**src/rtl/ucie_config_csr.sv**
```systemverilog
// UCIe controller configuration/status CSR block: shadowed config with atomic commit, status readback, perf counters.
// Define UCIE_CFG_ACK_TIMEOUT_EN to abandon a commit handshake after ACK_TIMEOUT cycles without cfg_update_ack.
module ucie_config_csr #(
    parameter int NUM_PROTOCOLS = 4,
    parameter int NUM_PERF_CNT  = 8,
    parameter int CNT_WIDTH     = 16,
    parameter int ADDR_W        = 6,
    parameter int ACK_TIMEOUT   = 255
) (
    input  logic                     clk,
    input  logic                     resetn,
    input  logic                     req_valid,
    output logic                     req_ready,
    input  logic                     req_write,
    input  logic [ADDR_W-1:0]        req_addr,
    input  logic [31:0]              req_wdata,
    output logic                     rsp_valid,
    input  logic                     rsp_ready,
    output logic [31:0]              rsp_rdata,
    output logic                     rsp_err,
    output logic [NUM_PROTOCOLS-1:0] cfg_protocol_enable,
    output logic [3:0]               cfg_target_speed,
    output logic [7:0]               cfg_target_width,
    output logic [1:0]               cfg_power_state_req,
    output logic [7:0]               cfg_power_budget,
    output logic [7:0]               cfg_error_threshold,
    output logic                     cfg_update_valid,
    input  logic                     cfg_update_ack,
    input  logic                     sts_link_up,
    input  logic                     sts_pam4_active,
    input  logic                     sts_thermal_throttle,
    input  logic [7:0]               sts_current_speed,
    input  logic [NUM_PERF_CNT-1:0]  perf_event
);
`ifdef UCIE_CFG_ACK_TIMEOUT_EN
    localparam bit TIMEOUT_EN = 1'b1;
`else
    localparam bit TIMEOUT_EN = 1'b0;
`endif
    localparam int TMR_W = $clog2(ACK_TIMEOUT + 1);

    localparam logic [1:0] ST_IDLE     = 2'd0;
    localparam logic [1:0] ST_APPLY    = 2'd1;
    localparam logic [1:0] ST_WAIT_ACK = 2'd2;

    localparam logic [ADDR_W-1:0] A_CTRL   = ADDR_W'(0);
    localparam logic [ADDR_W-1:0] A_PROTO  = ADDR_W'(1);
    localparam logic [ADDR_W-1:0] A_TARGET = ADDR_W'(2);
    localparam logic [ADDR_W-1:0] A_POWER  = ADDR_W'(3);
    localparam logic [ADDR_W-1:0] A_STATUS = ADDR_W'(4);
    localparam logic [ADDR_W-1:0] A_ERRTH  = ADDR_W'(5);

    logic [1:0]               state_q, state_d;
    logic [TMR_W-1:0]         timer_q, timer_d;
    logic                     overrun_q, overrun_d;
    logic                     timeout_q, timeout_d;
    logic                     upd_valid_q, upd_valid_d;
    logic [NUM_PROTOCOLS-1:0] proto_sh_q, proto_sh_d, proto_act_q, proto_act_d;
    logic [3:0]               speed_sh_q, speed_sh_d, speed_act_q, speed_act_d;
    logic [7:0]               width_sh_q, width_sh_d, width_act_q, width_act_d;
    logic [1:0]               pstate_sh_q, pstate_sh_d, pstate_act_q, pstate_act_d;
    logic [7:0]               budget_sh_q, budget_sh_d, budget_act_q, budget_act_d;
    logic [7:0]               err_th_q, err_th_d;
    logic                     rsp_valid_q, rsp_valid_d;
    logic [31:0]              rsp_rdata_q, rsp_rdata_d;
    logic                     rsp_err_q, rsp_err_d;
    logic [CNT_WIDTH-1:0]     cnt_q [NUM_PERF_CNT];
    logic [CNT_WIDTH-1:0]     cnt_d [NUM_PERF_CNT];

    logic        pending, req_fire, wr_fire, commit_req, cnt_clr, flag_clr;
    logic [31:0] rd_data;
    logic        rd_hit;
    logic        unused_wdata;

    assign unused_wdata = ^req_wdata[31:16];
    assign pending      = (state_q != ST_IDLE);
    assign req_ready    = !rsp_valid_q || rsp_ready;
    assign req_fire     = req_valid && req_ready;
    assign wr_fire      = req_fire && req_write;
    assign commit_req   = wr_fire && (req_addr == A_CTRL) && req_wdata[0];
    assign cnt_clr      = wr_fire && (req_addr == A_CTRL) && req_wdata[1];
    assign flag_clr     = wr_fire && (req_addr == A_CTRL) && req_wdata[2];

    // Read mux also decides which addresses are mapped; counters sit in a window starting at word 8.
    always_comb begin
        rd_data = '0;
        rd_hit  = 1'b1;
        case (req_addr)
            A_CTRL:   rd_data = {28'd0, timeout_q, overrun_q, 1'b0, pending};
            A_PROTO:  rd_data = 32'(proto_sh_q);
            A_TARGET: rd_data = {20'd0, width_sh_q, speed_sh_q};
            A_POWER:  rd_data = {16'd0, budget_sh_q, 6'd0, pstate_sh_q};
            A_STATUS: rd_data = {14'd0, sts_thermal_throttle, sts_pam4_active, sts_current_speed,
                                 7'd0, sts_link_up};
            A_ERRTH:  rd_data = {24'd0, err_th_q};
            default: begin
                rd_hit = 1'b0;
                for (int i = 0; i < NUM_PERF_CNT; i++) begin
                    if (req_addr == ADDR_W'(8 + i)) begin
                        rd_hit  = 1'b1;
                        rd_data = 32'(cnt_q[i]);
                    end
                end
            end
        endcase
    end

    always_comb begin
        state_d      = state_q;
        timer_d      = timer_q;
        overrun_d    = overrun_q;
        timeout_d    = timeout_q;
        upd_valid_d  = upd_valid_q;
        proto_sh_d   = proto_sh_q;
        speed_sh_d   = speed_sh_q;
        width_sh_d   = width_sh_q;
        pstate_sh_d  = pstate_sh_q;
        budget_sh_d  = budget_sh_q;
        proto_act_d  = proto_act_q;
        speed_act_d  = speed_act_q;
        width_act_d  = width_act_q;
        pstate_act_d = pstate_act_q;
        budget_act_d = budget_act_q;
        err_th_d     = err_th_q;
        rsp_valid_d  = rsp_valid_q;
        rsp_rdata_d  = rsp_rdata_q;
        rsp_err_d    = rsp_err_q;
        cnt_d        = cnt_q;

        if (req_fire) begin
            rsp_valid_d = 1'b1;
            rsp_err_d   = !rd_hit;
            rsp_rdata_d = req_write ? 32'd0 : rd_data;
        end else if (rsp_ready) begin
            rsp_valid_d = 1'b0;
        end

        if (wr_fire) begin
            case (req_addr)
                A_PROTO:  proto_sh_d = req_wdata[NUM_PROTOCOLS-1:0];
                A_TARGET: begin
                    speed_sh_d = req_wdata[3:0];
                    width_sh_d = req_wdata[11:4];
                end
                A_POWER: begin
                    pstate_sh_d = req_wdata[1:0];
                    budget_sh_d = req_wdata[15:8];
                end
                A_ERRTH:  err_th_d = req_wdata[7:0];
                default: ;
            endcase
        end

        if (flag_clr) begin
            overrun_d = 1'b0;
            timeout_d = 1'b0;
        end
        // A second COMMIT cannot be queued; it only leaves a sticky overrun behind.
        if (commit_req && pending) begin
            overrun_d = 1'b1;
        end

        case (state_q)
            ST_IDLE: begin
                if (commit_req) begin
                    state_d = ST_APPLY;
                end
            end
            ST_APPLY: begin
                proto_act_d  = proto_sh_q;
                speed_act_d  = speed_sh_q;
                width_act_d  = width_sh_q;
                pstate_act_d = pstate_sh_q;
                budget_act_d = budget_sh_q;
                upd_valid_d  = 1'b1;
                timer_d      = '0;
                state_d      = ST_WAIT_ACK;
            end
            ST_WAIT_ACK: begin
                if (cfg_update_ack) begin
                    upd_valid_d = 1'b0;
                    state_d     = ST_IDLE;
                end else if (TIMEOUT_EN && (timer_q == TMR_W'(ACK_TIMEOUT - 1))) begin
                    upd_valid_d = 1'b0;
                    timeout_d   = 1'b1;
                    state_d     = ST_IDLE;
                end else if (TIMEOUT_EN) begin
                    timer_d = timer_q + 1'b1;
                end
            end
            default: state_d = ST_IDLE;
        endcase

        // Clear takes priority over an event arriving in the same cycle.
        for (int i = 0; i < NUM_PERF_CNT; i++) begin
            if (cnt_clr) begin
                cnt_d[i] = '0;
            end else if (perf_event[i] && (cnt_q[i] != {CNT_WIDTH{1'b1}})) begin
                cnt_d[i] = cnt_q[i] + 1'b1;
            end
        end
    end

    always_ff @(posedge clk or negedge resetn) begin
        if (!resetn) begin
            state_q      <= ST_IDLE;
            timer_q      <= '0;
            overrun_q    <= 1'b0;
            timeout_q    <= 1'b0;
            upd_valid_q  <= 1'b0;
            proto_sh_q   <= '0;
            speed_sh_q   <= '0;
            width_sh_q   <= '0;
            pstate_sh_q  <= '0;
            budget_sh_q  <= 8'd100;
            proto_act_q  <= '0;
            speed_act_q  <= '0;
            width_act_q  <= '0;
            pstate_act_q <= '0;
            budget_act_q <= 8'd100;
            err_th_q     <= 8'h10;
            rsp_valid_q  <= 1'b0;
            rsp_rdata_q  <= '0;
            rsp_err_q    <= 1'b0;
            for (int i = 0; i < NUM_PERF_CNT; i++) begin
                cnt_q[i] <= '0;
            end
        end else begin
            state_q      <= state_d;
            timer_q      <= timer_d;
            overrun_q    <= overrun_d;
            timeout_q    <= timeout_d;
            upd_valid_q  <= upd_valid_d;
            proto_sh_q   <= proto_sh_d;
            speed_sh_q   <= speed_sh_d;
            width_sh_q   <= width_sh_d;
            pstate_sh_q  <= pstate_sh_d;
            budget_sh_q  <= budget_sh_d;
            proto_act_q  <= proto_act_d;
            speed_act_q  <= speed_act_d;
            width_act_q  <= width_act_d;
            pstate_act_q <= pstate_act_d;
            budget_act_q <= budget_act_d;
            err_th_q     <= err_th_d;
            rsp_valid_q  <= rsp_valid_d;
            rsp_rdata_q  <= rsp_rdata_d;
            rsp_err_q    <= rsp_err_d;
            cnt_q        <= cnt_d;
        end
    end

    assign rsp_valid           = rsp_valid_q;
    assign rsp_rdata           = rsp_rdata_q;
    assign rsp_err             = rsp_err_q;
    assign cfg_protocol_enable = proto_act_q;
    assign cfg_target_speed    = speed_act_q;
    assign cfg_target_width    = width_act_q;
    assign cfg_power_state_req = pstate_act_q;
    assign cfg_power_budget    = budget_act_q;
    assign cfg_error_threshold = err_th_q;
    assign cfg_update_valid    = upd_valid_q;

endmodule

```
**config.mk**
```make
export PLATFORM = sky130hd
export DESIGN_NAME = ucie_config_csr
export DESIGN_NICKNAME = d
export VERILOG_FILES = /design/src/rtl/ucie_config_csr.sv
export SDC_FILE = /design/constraint.sdc
export NUM_CORES = 1
export LEC_CHECK = 0
export CORE_MARGIN = 4
export CORE_UTILIZATION = 40
export DETAILED_ROUTE_END_ITERATION = 10
export PLACE_DENSITY_LB_ADDON = 0.1
export SLEW_MARGIN = 20
export SYNTH_ARGS = -nofsm -noshare
export SYNTH_HDL_FRONTEND = slang
export SYNTH_SLANG_ARGS = --single-unit
```
**constraint.sdc**
```tcl
create_clock -name clk -period 4.95 [get_ports clk]
set_input_delay 0.495 -clock clk [delete_from_list [all_inputs] [get_ports clk]]
set_output_delay 0.495 -clock clk [all_outputs]
set_load 0.02 [all_outputs]
```
==> load_flow_metrics.sql, run 1 <==
INSERT INTO impl_metrics (metric_group, metric, value, unit) VALUES
('status', 'run_status', 'complete, but fails checks', ''),
('status', 'failed_checks', 'hold timing', ''),
('timing', 'worst_clock_skew', '0.009679', 'ns'),
('timing', 'finalWorstSetupSlack', '2.232', 'ns'),
('yosys', 'syn_avg_cell_area', '9.950', 'um^2'),
('hold_path', 'worst_hold_path_type', 'input pin to async pin', ''),
('floorplanning', 'start_util', '40.76', '%'),
('finish', 'layout.nets', '1338', ''),
('clock_tree', 'cts_htree_levels', '1', ''),
('power', 'netSwitchingPower', '1664', 'uW'),
('timing', 'achievable-frequency', '367.9', 'MHz'),
('routing', 'via_density', '5.677', ''),
('routing', 'post_detailed_routing_wire_length', '34430', 'um'),
('routing', 'detailed_route_wire_length_on_metal_1', '16020', 'um'),
('yosys', 'ys.flop_type', 'sky130_fd_sc_hd__dfrtp_1', ''),
('routing', 'dr.max_layer_used', 'met4', ''),
('run', 'cap_violations', '0', ''),
('yosys', 'synth_top_area_share', '43.73', '%'),
('timing', 'timing.final.crit_period', '2.718', 'ns'),
('clock_tree', 'clock_tree.root_cell', 'sky130_fd_sc_hd__clkbuf_16', ''),
('power', 'ir_drop', '0.2786', 'mV'),
('yosys', 'post-synth-top-area-cell', 'sky130_fd_sc_hd__dfrtp_1', ''),
('power', 'power.share.combinational', '17.1', '%'),
('clock_tree', 'post_cts_buffers', '0', ''),
('global_route', 'grt_pass1_wl', '53750', 'um'),
('routing', 'route.met2.wl', '15640', 'um'),
('timing', 'worst_slew_pin_slew', '1.011', 'ns'),
('placement', 'finalWeightedCongestion', '0.8559', ''),
('worst_setup_path', 'cp_data_arrival_time', '3.18', 'ns'),
('clock_tree', 'clock_latency', '0.53', 'ns'),
('yosys', 'synth-seq-cells', '212', ''),
('worst_setup_path', 'timing.critical_path.cells', 'clkdlybuf4s50_1 -> nor3b_1 -> o221ai_1 -> a2111oi_0 -> a221o_1', ''),
('power', 'power.leakage', '0.005774', 'uW'),
('clock_tree', 'worst_setup_hold_path_clk_slew', '0.06', 'ns'),
('routing', 'detailedRoute.firstIterationViolations', '761', ''),
('worst_setup_path', 'crit_path_start_kind', 'input pin', ''),
('power', 'swShare', '31.22', '%'),
('timing', 'max_slew_margin', '32.59', '%'),
('routing', 'routed-wl-met3', '1753', 'um'),
('worst_setup_path', 'cp_max_fo', '7', ''),
('routing', 'num_vias', '9487', ''),
('worst_setup_path', 'slowest_stage', 'sky130_fd_sc_hd__a2111oi_0', ''),
('floorplanning', 'design.die.area', '32130', 'um^2'),
('clock_tree', 'tritoncts', 'built', ''),
('yosys', 'yosys_warnings', '0', ''),
('timing', 'setup_viol', '0', ''),
('worst_setup_path', 'worst-setup-path-type', 'input pin to register', ''),
('floorplanning', 'floorplan.rows', '62', ''),
('yosys', 'synth_sequential_area_ratio', '45.30', '%'),
('timing', 'final.setup.tns', '0', 'ns'),
('global_route', 'grt_antenna_before_repair', '0', ''),
('global_route', 'grt_remaining_overflow', '0', ''),
('yosys', 'netlist_instances', '1179', ''),
('worst_setup_path', 'r2r_slack', '2.61', 'ns'),
('finish', 'fillers', '2731', ''),
('power', 'power_per_cell_area', '382.3', 'nW/um^2'),
('routing', 'avgRoutedWirePerCell', '20.60', 'um'),
('clock_tree', 'numCtsBuffers', '27', ''),
('yosys', 'synth_edf_count', '0', ''),
('power', 'int_pwr', '3665', 'uW'),
('global_route', 'grt_start_max_net_pins', '121', ''),
('timing', 'hold_slack', '-0.009842', 'ns'),
('worst_setup_path', 'critPathRequiredTime', '5.41', 'ns'),
('routing', 'first_pass_iters', '5', ''),
('yosys', 'synth_area', '11730', 'um^2'),
('placement', 'port_buffers', '102', ''),
('floorplanning', 'fp.dieH', '179.3', 'um'),
('worst_setup_path', 'max_stage_delay', '0.82', 'ns'),
('timing', 'report.final.hold_viol_count', '4', ''),
('timing', 'finalMaxSlewViolations', '0', ''),
('placement', 'dp.final_hpwl', '24730', 'um');
[worst max-delay path, delay by kind of cell]
family	cells	cell delay, ns
buffers and inverters	1	0.58
and+or+nand+nor	1	0.76
AOI/OAI and AO/OA	3	1.35
[synth_stat cells (all sizes together), types with 6 or more instances]
master and instances:
dfrtp 205, nor2 122, nand2 90, mux2 67, nand3 54, nor3 53, xnor2 53, a21oi 51
o21ai 48, buf 46, nand4 30, xor2 29, clkbuf 24, inv 24, mux2i 21, a211oi 19
nor4 17, o211ai 17, and3 16, mux4 13, nand2b 12, a22o 10, and4 10, nor4b 10
or3 10, or4 10, a221oi 9, a22oi 8, ha 8, nor2b 8, and2 7, dfstp 7
a31oi 6
[logic make-up after synthesis]
| family | count (synthesis) | synth area share (%) |
|---|---|---|
| simple gates | 465 | 20.54 |
| buf+inv | 95 | 4.064 |
| other cells | 1 | 0.03197 |
| xor+xnor | 82 | 6.122 |
| compound gates | 215 | 12.37 |
| flops | 212 | 45.30 |
| fa+ha+maj | 8 | 0.8533 |
| mux | 101 | 10.72 |
[through the flow]
step / power [uW] / instance area (um^2) / util, % / cells
after floorplan: 2909 / 11780 / - / 1192
final: 5329 / 13940 / 48.44 / 1671
after global placement: 3316 / 13020 / 45.25 / 1622
after detailed placement: 3333 / 13020 / 45.25 / 1622
after global routing: 5610 / 13940 / 48.43 / 1670
after CTS: 5372 / 13940 / 48.43 / 1670
[path summary, 6_finish.rpt]
kind	depth (start not counted)	end	from
setup / recovery	5	rsp_rdata[12]$_DFFE_PN0P_	req_addr[3]
hold / removal	1	cnt_q[115]$_DFFE_PN0P_	resetn
setup reg to reg	5	cnt_q[31]$_DFFE_PN0P_	cnt_q[24]$_DFFE_PN0P_
hold reg to reg	2	rsp_rdata[17]$_DFFE_PN0P_	rsp_rdata[17]$_DFFE_PN0P_
max in group asynchronous	2	cfg_power_budget[6]$_DFFE_PN1P_	resetn
min in group clk	2	rsp_rdata[17]$_DFFE_PN0P_	rsp_rdata[17]$_DFFE_PN0P_
[layout make-up]
class | instances | area share (%)
antenna | 1 | 0.01795
clock buffer | 40 | 5.699
clock inverter | 8 | 0.8705
inverter | 25 | 0.6731
multi-input combinational | 885 | 42.96
sequential | 212 | 38.11
tap | 384 | 3.446
timing repair buffer | 116 | 8.220
[registers in the layout (all words and copies together), names as in the netlist]
register and flops:
cnt_q 128, rsp_rdata 18, budget_sh_q 8, cfg_error_threshold 8
cfg_power_budget 8, cfg_target_width 8, width_sh_q 8, cfg_protocol_enable 4
cfg_target_speed 4, proto_sh_q 4, speed_sh_q 4, cfg_power_state_req 2
pstate_sh_q 2, state_q 2, cfg_update_valid 1, overrun_q 1
rsp_err 1, rsp_valid 1
[cells in the final DEF, fill, tap and decap left out, drive strengths merged, types with 19 or more instances in the layout]
master         count
dfrtp            205
nor2             122
clkdlybuf4s50     99
nand2             90
mux2              67
nand3             54
xnor2             53
nor3              53
a21oi             51
o21ai             48
clkbuf            40
nand4             30
xor2              29
inv               24
mux2i             21
a211oi            19
[layer usage]
metal | track usage [%] | vias up
li1 | - | 4490
met1 | 32.48 | 4689
met2 | 32.67 | 256
met3 | 2.320 | 52
met4 | 5.744 | 0
met5 | 0 | -
[power groups by stage]
stage	Clock [uW]	Combinational, uW	Sequential, uW
after detailed placement	0	918	2420
after floorplan	0	652	2260
after CTS	2060	922	2390
after global placement	0	900	2420
after global routing	2130	1030	2440
final	2010	913	2400
Note: power is estimated with default switching activity, not from simulation.
==> run 2: changes to the inputs <==
clock period = 2.4 ns   (was 4.95 ns; I/O delays follow)
==> run 2 against run 1 <==
Compared with the run above:
- the flow now finishes without violations
- first-iteration DRC count grew 16%
- die area is the same
- sequential power grew 110%
- combinational power grew 120%
- worst hold slack gained 0.29 ns
- sequential cell count is the same
- clock skew shrank 0.00093 ns
- critical path type is now register to register
- largest power group unchanged
==> load_flow_metrics.sql, run 2 (same netlist as run 1, synthesis figures left out) <==
INSERT INTO impl_metrics (metric_group, metric, value, unit) VALUES
('global_route', 'grt_remaining_overflow', '0', ''),
('worst_setup_path', 'timing.critical_path.cells', 'ha_1 -> nand3_1 -> or3b_2 -> o21ai_2 -> mux2i_1 -> nor2_1', ''),
('clock_tree', 'worst_setup_hold_path_clk_slew', '0.06', 'ns'),
('worst_setup_path', 'cp_max_fo', '9', ''),
('clock_tree', 'cts_repair_resize_count', '0', ''),
('routing', 'postRouteAntennaNets', '0', ''),
('hold_path', 'worst_hold_path_type', 'input pin to async pin', ''),
('global_route', 'grt_start_max_net_pins', '62', ''),
('finish', 'fin_area', '14550', 'um^2'),
('finish', 'antennaDiodeCount', '0', ''),
('routing', 'post_detailed_routing_wire_length', '35660', 'um'),
('floorplanning', 'core', '28780', 'um^2'),
('placement', 'place_area', '13630', 'um^2'),
('power', 'power.leakage', '0.006144', 'uW'),
('worst_setup_path', 'timing.critical_path.max_delay_family', 'simple AND/OR/NAND/NOR gates', ''),
('timing', 'achievable-frequency', '483.4', 'MHz'),
('status', 'run_status', 'finished clean', ''),
('clock_tree', 'ctsHoldBuffers', '1', ''),
('floorplanning', 'floorplan.rows', '62', ''),
('placement', 'port_buffers', '102', ''),
('routing', 'avgRoutedWirePerCell', '20.53', 'um'),
('finish', 'fillers', '2649', ''),
('timing', 'finalCritPeriodShare', '86.20', '%'),
('finish', 'most-common-layout-cells', '205 x sky130_fd_sc_hd__dfrtp_1, 120 x sky130_fd_sc_hd__nor2_1, 99 x sky130_fd_sc_hd__clkdlybuf4s50_1', ''),
('worst_setup_path', 'critPathRequiredTime', '2.83', 'ns'),
('timing', 'finalMaxSlewViolations', '0', ''),
('power', 'report.power.total', '11070', 'uW'),
('worst_setup_path', 'worstSetupEndpointType', 'register', ''),
('finish', 'fin_util', '50.54', '%'),
('worst_setup_path', 'worst-setup-path-type', 'register to register', ''),
('routing', 'first_pass_iters', '5', ''),
('clock_tree', 'tritoncts', 'built', ''),
('timing', 'unrepaired_setup_endpoints_after_global_routing', 'no', ''),
('worst_setup_path', 'crit_path_start_kind', 'register', ''),
('finish', 'share_of_layout_cells_above_drive_strength_1', '17.29', '%'),
('routing', 'num_vias', '9875', ''),
('placement', 'dp.final_hpwl', '26920', 'um'),
('worst_setup_path', 'r2r_slack', '0.33', 'ns'),
('finish', 'layout.nets', '1404', ''),
('routing', 'detailedRoute.firstIterationViolations', '885', ''),
('clock_tree', 'clock_sinks', '212', ''),
('global_route', 'grt_antenna_before_repair', '0', ''),
('worst_setup_path', 'cp_num_buf_inv', '0', ''),
('worst_setup_path', 'cp_data_arrival_time', '2.49', 'ns'),
('timing', 'worst_slew_pin_slew', '0.6268', 'ns'),
('timing', 'report.final.hold_viol_count', '0', ''),
('floorplanning', 'start_util', '40.76', '%'),
('clock_tree', 'numCtsBuffers', '26', ''),
('floorplanning', 'fp.dieH', '179.3', 'um'),
('power', 'power_per_cell_area', '761.3', 'nW/um^2'),
('clock_tree', 'clock_latency', '0.53', 'ns'),
('finish', 'flip_flop_count_of_the_largest_register_all_copies_and_words_added', '128', ''),
('finish', 'mostFrequentLayoutCell', 'sky130_fd_sc_hd__dfrtp_1', ''),
('finish', 'synthToLayoutAreaGrowth', '24.00', '%'),
('clock_tree', 'post_cts_buffers', '0', ''),
('timing', 'worst_clock_skew', '0.008749', 'ns'),
('clock_tree', 'clk_buf_depth', '3', ''),
('global_route', 'overall_fraction_of_global_route_tracks_in_use', '21.97', '%'),
('global_route', 'grt_pass1_wl', '54850', 'um'),
('clock_tree', 'cts_htree_levels', '1', ''),
('floorplanning', 'chipWidth', '179.3', 'um'),
('timing', 'max_slew_margin', '57.67', '%'),
('floorplanning', 'num_io_pins', '133', ''),
('worst_setup_path', 'slowest_stage', 'sky130_fd_sc_hd__or3b_2', ''),
('timing', 'timing.final.crit_period', '2.069', 'ns'),
('timing', 'hold_slack', '0.2836', 'ns'),
('worst_setup_path', 'max_stage_delay', '0.60', 'ns'),
('timing', 'setup_viol', '0', ''),
('timing', 'finalWorstSetupSlack', '0.3311', 'ns'),
('run', 'cap_violations', '0', ''),
('placement', 'dp_worst_setup_slack', '-0.03506', 'ns'),
('power', 'ir_drop', '0.5016', 'mV'),
('finish', 'largest_register', 'cnt_q', ''),
('routing', 'remaining_drc_errors', '0', ''),
('clock_tree', 'clock_tree.root_cell', 'sky130_fd_sc_hd__clkbuf_16', ''),
('placement', 'finalWeightedCongestion', '0.8874', ''),
('floorplanning', 'design.die.area', '32130', 'um^2'),
('global_route', 'first_global_vias', '9121', ''),
('routing', 'via_density', '5.685', '');
-- run 2: area by class of cell --
type                            count  area, um^2  area share [%]
Sequential cell                   212        5314           36.53
Clock buffer                       39       780.7           5.367
Multi-Input combinational cell    885        5989           41.17
Clock inverter                      9       123.9          0.8515
Tap cell                          384       480.5           3.303
Inverter                           25       93.84          0.6451
Timing Repair Buffer              183        1764           12.13
-- run 2: final timing paths --
| kind | from | endpoint | depth (start not counted) |
|---|---|---|---|
| max | cnt_q[48]$_DFFE_PN0P_ | cnt_q[49]$_DFFE_PN0P_ | 6 |
| min | resetn | cnt_q[121]$_DFFE_PN0P_ | 2 |
| max reg2reg | cnt_q[48]$_DFFE_PN0P_ | cnt_q[49]$_DFFE_PN0P_ | 6 |
| min reg2reg | rsp_rdata[16]$_DFFE_PN0P_ | rsp_rdata[16]$_DFFE_PN0P_ | 2 |
| max in group asynchronous | resetn | cfg_target_speed[0]$_DFFE_PN0P_ | 3 |
| min in group clk | sts_pam4_active | rsp_rdata[16]$_DFFE_PN0P_ | 3 |
-- run 2: report_power, final --
part | internal (uW) | switching (uW)
Sequential | 4090 | 861
Clock | 2560 | 1550
Combinational | 939 | 1070
-- run 2: stage by stage --
stage | instances | TNS [ns]
after global placement | 1688 | -0.1446
after global routing | 1737 | 0
final | 1737 | 0
after floorplan | 1192 | 0
after detailed placement | 1688 | -0.08792
after CTS | 1737 | 0
-- run 2: layer usage --
metal / GRT usage, % / wire length (um) / vias to the layer above / share of wire (%)
li1: - / - / 4649 / -
met1: 34.04 / 16630 / 4902 / 47
met2: 33.08 / 16060 / 271 / 45
met3: 2.235 / 2108 / 53 / 5.9
met4: 5.205 / 865 / 0 / 2.4
met5: 0 / 0 / - / 0
